`src/rtl/mips_pkg.sv`:
```
// Shared MIPS front-end types and constants used by the fetch path.
package mips_pkg;

  localparam int unsigned INSTR_W = 32;
  localparam int unsigned ADDR_W  = 32;

  localparam logic [ADDR_W-1:0] RESET_VECTOR = 32'h0000_0000;
  localparam logic [ADDR_W-1:0] PC_STEP      = 32'd4;

  typedef struct packed {
    logic [ADDR_W-1:0]  pc;
    logic [INSTR_W-1:0] instr;
  } fetch_entry_t;

  typedef enum logic {
    ST_RUN,
    ST_FLUSH
  } fetch_state_t;

  function automatic logic [ADDR_W-1:0] word_align(input logic [ADDR_W-1:0] addr);
    return addr & ~ADDR_W'(3);
  endfunction

endpackage

```
`src/rtl/instr_prefetch_unit_if.sv`:
```
// Memory request/response, core delivery and redirect signals of the prefetch unit.
interface instr_prefetch_unit_if;
  import mips_pkg::*;

  logic               mem_req_valid;
  logic [ADDR_W-1:0]  mem_req_addr;
  logic               mem_req_ready;
  logic               mem_rsp_valid;
  logic [INSTR_W-1:0] mem_rsp_data;
  logic               out_valid;
  logic [INSTR_W-1:0] out_instr;
  logic [ADDR_W-1:0]  out_pc;
  logic               out_ready;
  logic               redirect_valid;
  logic [ADDR_W-1:0]  redirect_pc;
  logic               flushing;

  modport master (
    output mem_req_valid, mem_req_addr,
    input  mem_req_ready, mem_rsp_valid, mem_rsp_data,
    output out_valid, out_instr, out_pc,
    input  out_ready, redirect_valid, redirect_pc,
    output flushing
  );

  modport slave (
    input  mem_req_valid, mem_req_addr,
    output mem_req_ready, mem_rsp_valid, mem_rsp_data,
    input  out_valid, out_instr, out_pc,
    output out_ready, redirect_valid, redirect_pc,
    input  flushing
  );

endinterface

```
`src/rtl/instr_prefetch_unit_fetch_fifo.sv`:
```
// Synchronous FIFO holding fetched {pc, instr} entries; flush dominates push/pop.
module fetch_fifo #(
  parameter  int unsigned WIDTH = 64,
  parameter  int unsigned DEPTH = 4,
  localparam int unsigned AW    = $clog2(DEPTH),
  localparam int unsigned CW    = AW + 1
) (
  input  logic             clk,
  input  logic             reset,
  input  logic             push,
  input  logic             pop,
  input  logic             flush,
  input  logic [WIDTH-1:0] din,
  output logic [WIDTH-1:0] dout,
  output logic             full,
  output logic             empty,
  output logic [CW-1:0]    count
);

  logic [WIDTH-1:0] mem [DEPTH];
  logic [AW-1:0]    rd_ptr;
  logic [AW-1:0]    wr_ptr;
  logic             do_push;
  logic             do_pop;

  assign full  = (count == CW'(DEPTH));
  assign empty = (count == '0);
  // A pop frees the slot a same-cycle push needs, so a full FIFO still accepts.
  assign do_pop  = pop && !empty;
  assign do_push = push && (!full || do_pop);
  assign dout    = mem[rd_ptr];

  always_ff @(posedge clk or posedge reset) begin
    if (reset) begin
      rd_ptr <= '0;
      wr_ptr <= '0;
      count  <= '0;
    end else if (flush) begin
      rd_ptr <= '0;
      wr_ptr <= '0;
      count  <= '0;
    end else begin
      if (do_push) wr_ptr <= wr_ptr + AW'(1);
      if (do_pop)  rd_ptr <= rd_ptr + AW'(1);
      unique case ({do_push, do_pop})
        2'b10:   count <= count + CW'(1);
        2'b01:   count <= count - CW'(1);
        default: count <= count;
      endcase
    end
  end

  always_ff @(posedge clk) begin
    if (do_push && !flush) mem[wr_ptr] <= din;
  end

endmodule

```
`src/rtl/instr_prefetch_unit.sv`:
```
// Sequential instruction prefetcher: credit-limited requests, in-order responses, redirect flush.
module instr_prefetch_unit
  import mips_pkg::*;
#(
  parameter int unsigned       DEPTH    = 4,
  parameter logic [ADDR_W-1:0] RESET_PC = RESET_VECTOR
) (
  input logic                   clk,
  input logic                   reset,
  instr_prefetch_unit_if.master bus
);

  localparam int unsigned CW = $clog2(DEPTH) + 1;

  fetch_state_t       state, state_next;
  logic [ADDR_W-1:0]  fetch_pc;
  logic [ADDR_W-1:0]  rsp_pc;
  logic [CW-1:0]      outstanding;
  logic [CW-1:0]      discard_cnt, discard_next;
  logic [CW-1:0]      fifo_count;
  logic [CW:0]        credit_used;
  logic               fifo_full, fifo_empty;
  logic               req_fire, rsp_drop, push, pop;
  fetch_entry_t       entry_in, head;

  // Stale requests still hold credit until their responses come back.
  assign credit_used = (CW+1)'(fifo_count) + (CW+1)'(outstanding);
  assign bus.mem_req_valid = !reset && !bus.redirect_valid && (credit_used < (CW+1)'(DEPTH));
  assign bus.mem_req_addr  = fetch_pc;
  assign req_fire = bus.mem_req_valid && bus.mem_req_ready;

  assign rsp_drop = bus.redirect_valid || (discard_cnt != '0);
  assign push     = bus.mem_rsp_valid && !rsp_drop;
  assign pop      = !fifo_empty && bus.out_ready && !bus.redirect_valid;
  assign entry_in = '{pc: rsp_pc, instr: bus.mem_rsp_data};

  fetch_fifo #(
    .WIDTH($bits(fetch_entry_t)),
    .DEPTH(DEPTH)
  ) u_fifo (
    .clk   (clk),
    .reset (reset),
    .push  (push),
    .pop   (pop),
    .flush (bus.redirect_valid),
    .din   (entry_in),
    .dout  (head),
    .full  (fifo_full),
    .empty (fifo_empty),
    .count (fifo_count)
  );

  assign bus.out_valid = !fifo_empty;
  assign bus.out_instr = fifo_empty ? '0 : head.instr;
  assign bus.out_pc    = fifo_empty ? '0 : head.pc;
  assign bus.flushing  = (state == ST_FLUSH);

  always_comb begin
    state_next   = state;
    discard_next = discard_cnt;
    if (bus.redirect_valid) begin
      // A response landing in the redirect cycle is dropped here, not counted as stale.
      discard_next = outstanding - CW'(bus.mem_rsp_valid);
      state_next   = (discard_next != '0) ? ST_FLUSH : ST_RUN;
    end else if (state == ST_FLUSH && bus.mem_rsp_valid) begin
      discard_next = discard_cnt - CW'(1);
      if (discard_next == '0) state_next = ST_RUN;
    end
  end

  always_ff @(posedge clk or posedge reset) begin
    if (reset) begin
      state       <= ST_RUN;
      discard_cnt <= '0;
    end else begin
      state       <= state_next;
      discard_cnt <= discard_next;
    end
  end

  always_ff @(posedge clk or posedge reset) begin
    if (reset) begin
      fetch_pc    <= RESET_PC;
      rsp_pc      <= RESET_PC;
      outstanding <= '0;
    end else begin
      if (bus.redirect_valid) begin
        fetch_pc <= word_align(bus.redirect_pc);
        rsp_pc   <= word_align(bus.redirect_pc);
      end else begin
        if (req_fire) fetch_pc <= fetch_pc + PC_STEP;
        if (push)     rsp_pc   <= rsp_pc + PC_STEP;
      end
      unique case ({req_fire, bus.mem_rsp_valid})
        2'b10:   outstanding <= outstanding + CW'(1);
        2'b01:   outstanding <= outstanding - CW'(1);
        default: outstanding <= outstanding;
      endcase
    end
  end

  a_rsp_has_request: assert property (@(posedge clk) disable iff (reset)
    bus.mem_rsp_valid |-> (outstanding != '0));
  a_no_push_when_full: assert property (@(posedge clk) disable iff (reset)
    push |-> !fifo_full);

endmodule

```
`src/flat_wrapper.sv`:
```
// flat-port wrapper written by rule: the top's interface ports become plain ports
module instr_prefetch_unit_flat import mips_pkg::*;
#(
  parameter int unsigned       DEPTH    = 4,
  parameter logic [ADDR_W-1:0] RESET_PC = RESET_VECTOR
)
  (clk, reset, bus_mem_req_valid, bus_mem_req_addr, bus_mem_req_ready, bus_mem_rsp_valid, bus_mem_rsp_data, bus_out_valid, bus_out_instr, bus_out_pc, bus_out_ready, bus_redirect_valid, bus_redirect_pc, bus_flushing);
  instr_prefetch_unit_if bus_i ();
  input logic clk;
  input logic reset;
  output wire logic [$bits(bus_i.mem_req_valid)-1:0] bus_mem_req_valid;
  output wire logic [$bits(bus_i.mem_req_addr)-1:0] bus_mem_req_addr;
  input wire logic [$bits(bus_i.mem_req_ready)-1:0] bus_mem_req_ready;
  input wire logic [$bits(bus_i.mem_rsp_valid)-1:0] bus_mem_rsp_valid;
  input wire logic [$bits(bus_i.mem_rsp_data)-1:0] bus_mem_rsp_data;
  output wire logic [$bits(bus_i.out_valid)-1:0] bus_out_valid;
  output wire logic [$bits(bus_i.out_instr)-1:0] bus_out_instr;
  output wire logic [$bits(bus_i.out_pc)-1:0] bus_out_pc;
  input wire logic [$bits(bus_i.out_ready)-1:0] bus_out_ready;
  input wire logic [$bits(bus_i.redirect_valid)-1:0] bus_redirect_valid;
  input wire logic [$bits(bus_i.redirect_pc)-1:0] bus_redirect_pc;
  output wire logic [$bits(bus_i.flushing)-1:0] bus_flushing;
  assign bus_mem_req_valid = bus_i.mem_req_valid;
  assign bus_mem_req_addr = bus_i.mem_req_addr;
  assign bus_i.mem_req_ready = bus_mem_req_ready;
  assign bus_i.mem_rsp_valid = bus_mem_rsp_valid;
  assign bus_i.mem_rsp_data = bus_mem_rsp_data;
  assign bus_out_valid = bus_i.out_valid;
  assign bus_out_instr = bus_i.out_instr;
  assign bus_out_pc = bus_i.out_pc;
  assign bus_i.out_ready = bus_out_ready;
  assign bus_i.redirect_valid = bus_redirect_valid;
  assign bus_i.redirect_pc = bus_redirect_pc;
  assign bus_flushing = bus_i.flushing;
  instr_prefetch_unit #(.DEPTH(DEPTH), .RESET_PC(RESET_PC)) u_core (.clk(clk), .reset(reset), .bus(bus_i));
endmodule
```
`config.mk`:
```
export PLATFORM = sky130hd
export DESIGN_NAME = instr_prefetch_unit_flat
export DESIGN_NICKNAME = d
export VERILOG_FILES = /design/src/rtl/mips_pkg.sv /design/src/rtl/instr_prefetch_unit_if.sv /design/src/rtl/instr_prefetch_unit_fetch_fifo.sv /design/src/rtl/instr_prefetch_unit.sv /design/src/flat_wrapper.sv
export SDC_FILE = /design/constraint.sdc
export NUM_CORES = 1
export LEC_CHECK = 0
export ABC_AREA = 1
export CORE_ASPECT_RATIO = 1.1
export CORE_MARGIN = 3
export CORE_UTILIZATION = 32
export CTS_CLUSTER_DIAMETER = 40
export DETAILED_ROUTE_END_ITERATION = 12
export PLACE_DENSITY = 0.56
export SYNTH_ARGS = -nofsm -noshare
export SYNTH_HDL_FRONTEND = slang
export SYNTH_HIERARCHICAL = 1
export SYNTH_SLANG_ARGS = --single-unit
```
`constraint.sdc`:
```
create_clock -name clk -period 6.9 [get_ports clk]
set_input_delay 0.69 -clock clk [delete_from_list [all_inputs] [get_ports clk]]
set_output_delay 0.69 -clock clk [all_outputs]
set_load 0.05 [all_outputs]
```
; Word level (Yosys, flattened, before mapping)
; Memory sizes are Yosys's and may differ from the RTL's.
; Index checks and enable logic that the tools add are counted.
[word_totals]
register_bits = 78
latch_bits = 0
ramBits = 256
romBits = 0
input_bits = 70
mem_count = 1
[op_classes]
n_addsub = 11
n_mul = 0
div = 0
order_cmp = 1
n_eq_ne = 5
shifts = 0
n_mux = 21
n_bitwise = 0
reduce_logical = 30
[memory_table]
columns = memory, depth, word_bits, read_ports, rd_clocked_by_memory_dff, wr, line
row1 = u_core.u_fifo.mem, 4, 64, 1, 0, 1, instr_prefetch_unit_fetch_fifo.sv:20  ; logic [WIDTH-1:0] mem [DEPTH];
[ops]
columns = operator, count
row1 = $mux 32, 6
row2 = $add 32x3->32 const B, 2
row3 = $reduce_bool 2->1, 7
row4 = $pmux 3 s2, 2
row5 = $logic_and 1x1->1, 10
row6 = $mux 3, 3
row7 = $reduce_bool 3->1, 3
row8 = $sub 3x1->3 const B, 3
row9 = $mux 2, 4
row10 = $add 3x1->3 const B, 2
row11 = $logic_not 3->1, 2
row12 = $mux 1, 6
row13 = $logic_not 1->1, 5
row14 = $add 2x1->2 const B, 2
row15 = $add 3x3->4, 1
row16 = $eq 2x1->1 const B, 2
row17 = $eq 2x2->1 const B, 2
row18 = $lt 4x3->1 const B, 1
row19 = $eq 3x3->1 const B, 1
row20 = $sub 3x1->3, 1
row21 = $logic_or 1x1->1, 2
row22 = $reduce_and 2->1, 1

; Longest topological paths before layout
[depth]
word_depth = 10
mapped_depth = 18
ltp_nobuf = 17

; Modules after synthesis
; The synthesis kept the hierarchy.
[by_module_without_submodules]
columns = module, instances, cells_per_inst, area_each_um2
row1 = fetch_fifo, 1, 689, 10018.4
row2 = instr_prefetch_unit, 1, 804, 5053.6

; Worst setup path before layout
; No wires, ideal clock.
[synth_path]
kind = flip-flop to flip-flop
startpoint = register u_core.u_fifo.count[0]
endpoint = memory u_core.u_fifo.mem[0][0] (enable)
setup_ns = 0.486
arrival_time_ns = 4.510
t_required_ns = 6.414
path_slack_ns = 1.903
stages_incl_launch_ff = 12
synth_period_minus_slack_ns = 4.997
cell_sequence = dfrtp_1 -> nor2_1 -> nand2_2 -> inv_1 -> clkbuf_1 -> inv_1 -> nand2_1 -> nor2_1 -> nand2_4 -> nand2_1 -> nand3_2 -> nor2_1
[synth_via]
elab_chain_cells = 10
word_cells_on_any_way = 12
classes_between = eq/ne: 1 / mux: 2 / reduce/logical: 9
[synth_lines]
columns = item, line
row1 = from (decl), instr_prefetch_unit_fetch_fifo.sv:17  ; output logic [CW-1:0] count
row2 = from (signal assigned), instr_prefetch_unit_fetch_fifo.sv:46  ; 2'b10: count <= count + CW'(1);
row3 = from (signal assigned), instr_prefetch_unit_fetch_fifo.sv:47  ; 2'b01: count <= count - CW'(1);
row4 = from (signal assigned), instr_prefetch_unit_fetch_fifo.sv:48  ; default: count <= count;
row5 = $logic_not 3->1, instr_prefetch_unit_fetch_fifo.sv:27  ; assign empty = (count == '0);
row6 = via u_core.fifo_empty, instr_prefetch_unit.sv:22  ; logic fifo_full, fifo_empty;
row7 = $logic_not 1->1, -
row8 = via bus_out_valid, flat_wrapper.sv:16  ; output wire logic [$bits(bus_i.out_valid)-1:0] bus_out_valid;
row9 = $logic_and 1x1->1 (2 in a row), instr_prefetch_unit.sv:34  ; assign pop = !fifo_empty && bus.out_ready && !bus.redirect_valid;
row10 = via u_core.pop, instr_prefetch_unit.sv:23  ; logic req_fire, rsp_drop, push, pop;
row11 = $logic_and 1x1->1, instr_prefetch_unit_fetch_fifo.sv:29  ; assign do_pop = pop && !empty;
row12 = $logic_or 1x1->1, instr_prefetch_unit_fetch_fifo.sv:30  ; assign do_push = push && (!full || do_pop);
row13 = $logic_and 1x1->1, instr_prefetch_unit_fetch_fifo.sv:30
row14 = $logic_and 1x1->1, instr_prefetch_unit_fetch_fifo.sv:54  ; if (do_push && !flush) mem[wr_ptr] <= din;
row15 = $mux 1, instr_prefetch_unit_fetch_fifo.sv:54
row16 = $mux 1 (implied by the code), instr_prefetch_unit_fetch_fifo.sv:54
row17 = to (decl), instr_prefetch_unit_fetch_fifo.sv:20
; The timed path passes the listed nets, and every way through them passes these cells.

==> flow_metrics.py <==
metrics = {
    "die": {
        "initial_core_util": 0.327,
        "core_area_sq_mm": 0.0461,
        "ioPinCount": 169,
        "rows": 82,
        "die_h_um": 234,
        "dieArea_sq_mm": 0.0497,
        "chipWidth_um": 213,
    },
    "global_routing": {
        "antenna_found_initial": 0,
        "grt_pass1_vias": 11000,
        "grt_usage": 0.154,
        "grt_pass1_wl_um": 60000,
        "grt_remaining_overflow": 0,
        "grt_max_degree": 98,
    },
    "critical_path": {
        "path_delay_family": "buffers and inverters",
        "worstSetupPathType": "flip-flop to primary output",
        "crit_buf_inv": 4,
        "crit_path_frequent_cell": "nor2_1",
        "worstSetupEndpointType": "primary output",
        "start_kind": "flip-flop",
        "cp_slowest_cell": "clkdlybuf4s50_1",
        "cp-startpoint": "u_core/u_fifo/rd_ptr[0]",
        "worst-path-max-fanout": 89,
        "slowest_delay_ns": 0.82,
        "arrival_ns": 3.93,
        "worstPathRequired_ns": 6.21,
        "r2r_start": "u_core/u_fifo/count[0]",
        "crit_chain": "inv_4 > buf_4 > nor2_1 > o22ai_1 > inv_1 > nor2_1 > clkdlybuf4s50_1",
    },
    "power_and_ir_drop": {
        "p_leak_nw": 7.31,
        "irDropWorstVdd_uv": 196,
        "totalPowerFinal_w": 0.00691,
        "power_density_mw_per_mm2": 366,
    },
    "sta": {
        "fin_crit_ns": 4.62,
        "fin_skew_ns": 0.0174,
        "setup_violations": 0,
        "hold_viol": 0,
        "slew_violations": 0,
        "fin_crit_sh": 0.670,
        "fin_tns_setup_ns": 0,
        "fmax_mhz": 216,
        "worst_slew_pin_slew_ns": 1.04,
        "slew_headroom": 0.309,
        "rsz0062_at_grt": "false",
    },
    "place": {
        "place_area_sq_mm": 0.0172,
        "placed_cells": 2203,
        "hpwl_um": 23600,
        "portBuffers": 164,
        "gp_congestion": 0.863,
    },
    "synthesis": {
        "synth_ff_type": "edfxtp_1",
        "synthArstFlopShare": 0.224,
        "synthCells": 1493,
        "synth-edff-count": 256,
        "syn_area_per_cell_sq_um": 10.1,
        "synth.distinct_cells": 44,
        "ys_seq_area_frac": 0.633,
        "syn_area_sq_mm": 0.0151,
        "ys.warnings.count": 6,
        "ys_ff_latch": 330,
    },
    "routing": {
        "wl_met2_um": 18200,
        "first_pass_iters": 5,
        "wl_met1_um": 17100,
        "wl_per_cell_um": 16.7,
        "drt.antenna.violating_nets": 0,
        "drt_iter0_markers": 549,
        "routed-via-count": 11000,
        "met3_length_um": 1950,
        "route.detailed.drc": 0,
        "highest_layer": "met4",
        "finalWirelength_um": 38300,
        "viasPerCell": 4.79,
    },
    "status": {
        "status": "completed",
    },
    "final_layout": {
        "antennaDiodeCount": 0,
        "fillers": 4412,
        "drive_above_1_share": 0.0827,
        "final_cells": 2293,
        "multi_input_area_sq_mm": 0.00459,
        "syn_to_final_growth_pct": 25.2,
        "fin_nets": 1752,
        "seqCellArea_sq_mm": 0.00954,
        "final_area_sq_mm": 0.0189,
    },
    "cts": {
        "ctsHoldBuffers": 0,
        "clock_path_buffers": 3,
        "cts_setup_buffers": 0,
        "clkSinkCount": 330,
        "insertion_delay_ns": 0.57,
        "cts_buffers": 49,
        "cts_tree": "built",
        "cts-root-buf": "clkbuf_16",
        "ctsResizeCount": 0,
        "clk_pin_slew_ns": 0.05,
        "cts_htree_levels": 2,
    },
    "job": {
        "drv_cap": 0,
    },
    "worst_hold_path": {
        "min_path_type": "input pin to asynchronous set/reset pin",
    },
}
-- logic make-up after synthesis --
logic type / after synthesis / share of synthesized area
buf+inv: 227 / 0.0670
simple gates: 622 / 0.171
xor+xnor: 25 / 0.0145
other cells: 1 / 0.000249
fa+ha+maj: 16 / 0.0143
compound gates: 272 / 0.100
flops: 330 / 0.633
-- path summary, 6_finish.rpt --
check | end | slack, ns | cells after the start
setup / recovery | bus_out_pc[10] | 2.28 | 7
hold / removal | u_core/u_fifo/count[2] | 0.42 | 2
setup reg to reg | u_core/u_fifo/mem[1][56] | 3.29 | 12
hold reg to reg | u_core/discard_cnt[1] | 0.50 | 2
max in group asynchronous | u_core/bus.mem_req_addr[27] | 5.54 | 3
min in group clk | u_core/discard_cnt[1] | 0.50 | 2
-- cell usage after synthesis (2+ instances only) --
| master | number | area, sq um |
|---|---|---|
| o21ai_1 | 70 | 350 |
| nor3_1 | 7 | 35.0 |
| nand2_2 | 5 | 31.3 |
| xor2_1 | 17 | 149 |
| inv_2 | 6 | 22.5 |
| dfrtp_1 | 74 | 1850 |
| nor2_1 | 269 | 1010 |
| a31oi_1 | 5 | 31.3 |
| nor2_2 | 12 | 75.1 |
| buf_6 | 12 | 135 |
| clkbuf_2 | 2 | 10.0 |
| nand2_4 | 2 | 22.5 |
| o21bai_1 | 6 | 45.0 |
| edfxtp_1 | 256 | 7690 |
| nor2_4 | 3 | 33.8 |
| nand3_1 | 67 | 335 |
| o21ai_0 | 94 | 470 |
| buf_4 | 10 | 75.1 |
| inv_1 | 156 | 586 |
| ha_1 | 14 | 175 |
| buf_2 | 11 | 55.1 |
| a21oi_1 | 15 | 75.1 |
| nand3_2 | 2 | 20.0 |
| nand2_1 | 238 | 893 |
| xnor2_1 | 8 | 70.1 |
| buf_1 | 3 | 11.3 |
| o211ai_1 | 14 | 105 |
| clkbuf_1 | 25 | 93.8 |
| and2_1 | 2 | 12.5 |
| fa_1 | 2 | 40.0 |
| o22ai_1 | 64 | 400 |
| nand4_1 | 10 | 62.6 |
-- routing by layer --
metal	vias to the layer above	track usage
li1	5411	-
met1	5228	0.200
met2	275	0.258
met3	76	0.0275
met4	0	0.0555
met5	-	0
-- power breakdown --
group / total, W / internal (W) / switching, W
sequential: 0.00243 / 0.00227 / 0.000160
combinational: 0.00201 / 0.000618 / 0.00139
clock: 0.00246 / 0.00152 / 0.000938
total: 0.00691 / 0.00441 / 0.00249
-- state kept, by name, indices dropped and copies added (netlist names) --
signal	flops
u_core/discard_cnt	3
u_core/rsp_pc	30
u_core/u_fifo/count	3
u_core/outstanding	3
u_core/bus.flushing	1
u_core/bus.mem_req_addr	30
u_core/u_fifo/wr_ptr	2
u_core/u_fifo/rd_ptr	2
u_core/u_fifo/mem	256
-- metrics by stage --
stage | setup WS [ns] | hold slack (ns) | utilization
finish | 2.28 | 0.417 | 0.410
global route | 2.03 | 0.424 | 0.410
CTS | 2.15 | 0.389 | 0.410
detailed placement | 2.77 | 0.497 | 0.374
global placement | 2.77 | 0.495 | 0.374
floorplan | 1.90 | 0.467 | -
-- placed cells by master (no fill, tap or decap), types with 3 or more instances in the layout --
cell and n:
nand4_1 10, dfrtp_1 72, xnor2_1 8, clkinv_2 6
nor2_1 265, clkinvlp_4 3, inv_1 153, conb_1 10
bufinv_16 4, o21bai_1 6, inv_8 4, xor2_1 17
nor2_4 7, a21oi_1 15, clkdlybuf4s50_1 163, buf_4 13
o22ai_1 64, clkinv_1 4, inv_2 9, o211ai_1 14
nand2_1 238, ha_1 14, nand3_1 67, edfxtp_1 256
nand2_2 5, o21ai_1 70, a31oi_1 5, clkinv_4 7
inv_6 9, clkbuf_16 51, nor3_1 7, nor2_2 12
o21ai_0 94
-- final cells by class --
| cell class | count | share of cell area |
|---|---|---|
| well taps | 588 | 0.0390 |
| inverters | 163 | 0.0326 |
| clock buffers | 53 | 0.0680 |
| multi-input cells | 945 | 0.243 |
| clock inverters | 37 | 0.0198 |
| repair buffers | 177 | 0.0919 |
| flip-flops and latches | 330 | 0.506 |
Note: power is estimated with default switching activity, not from simulation.
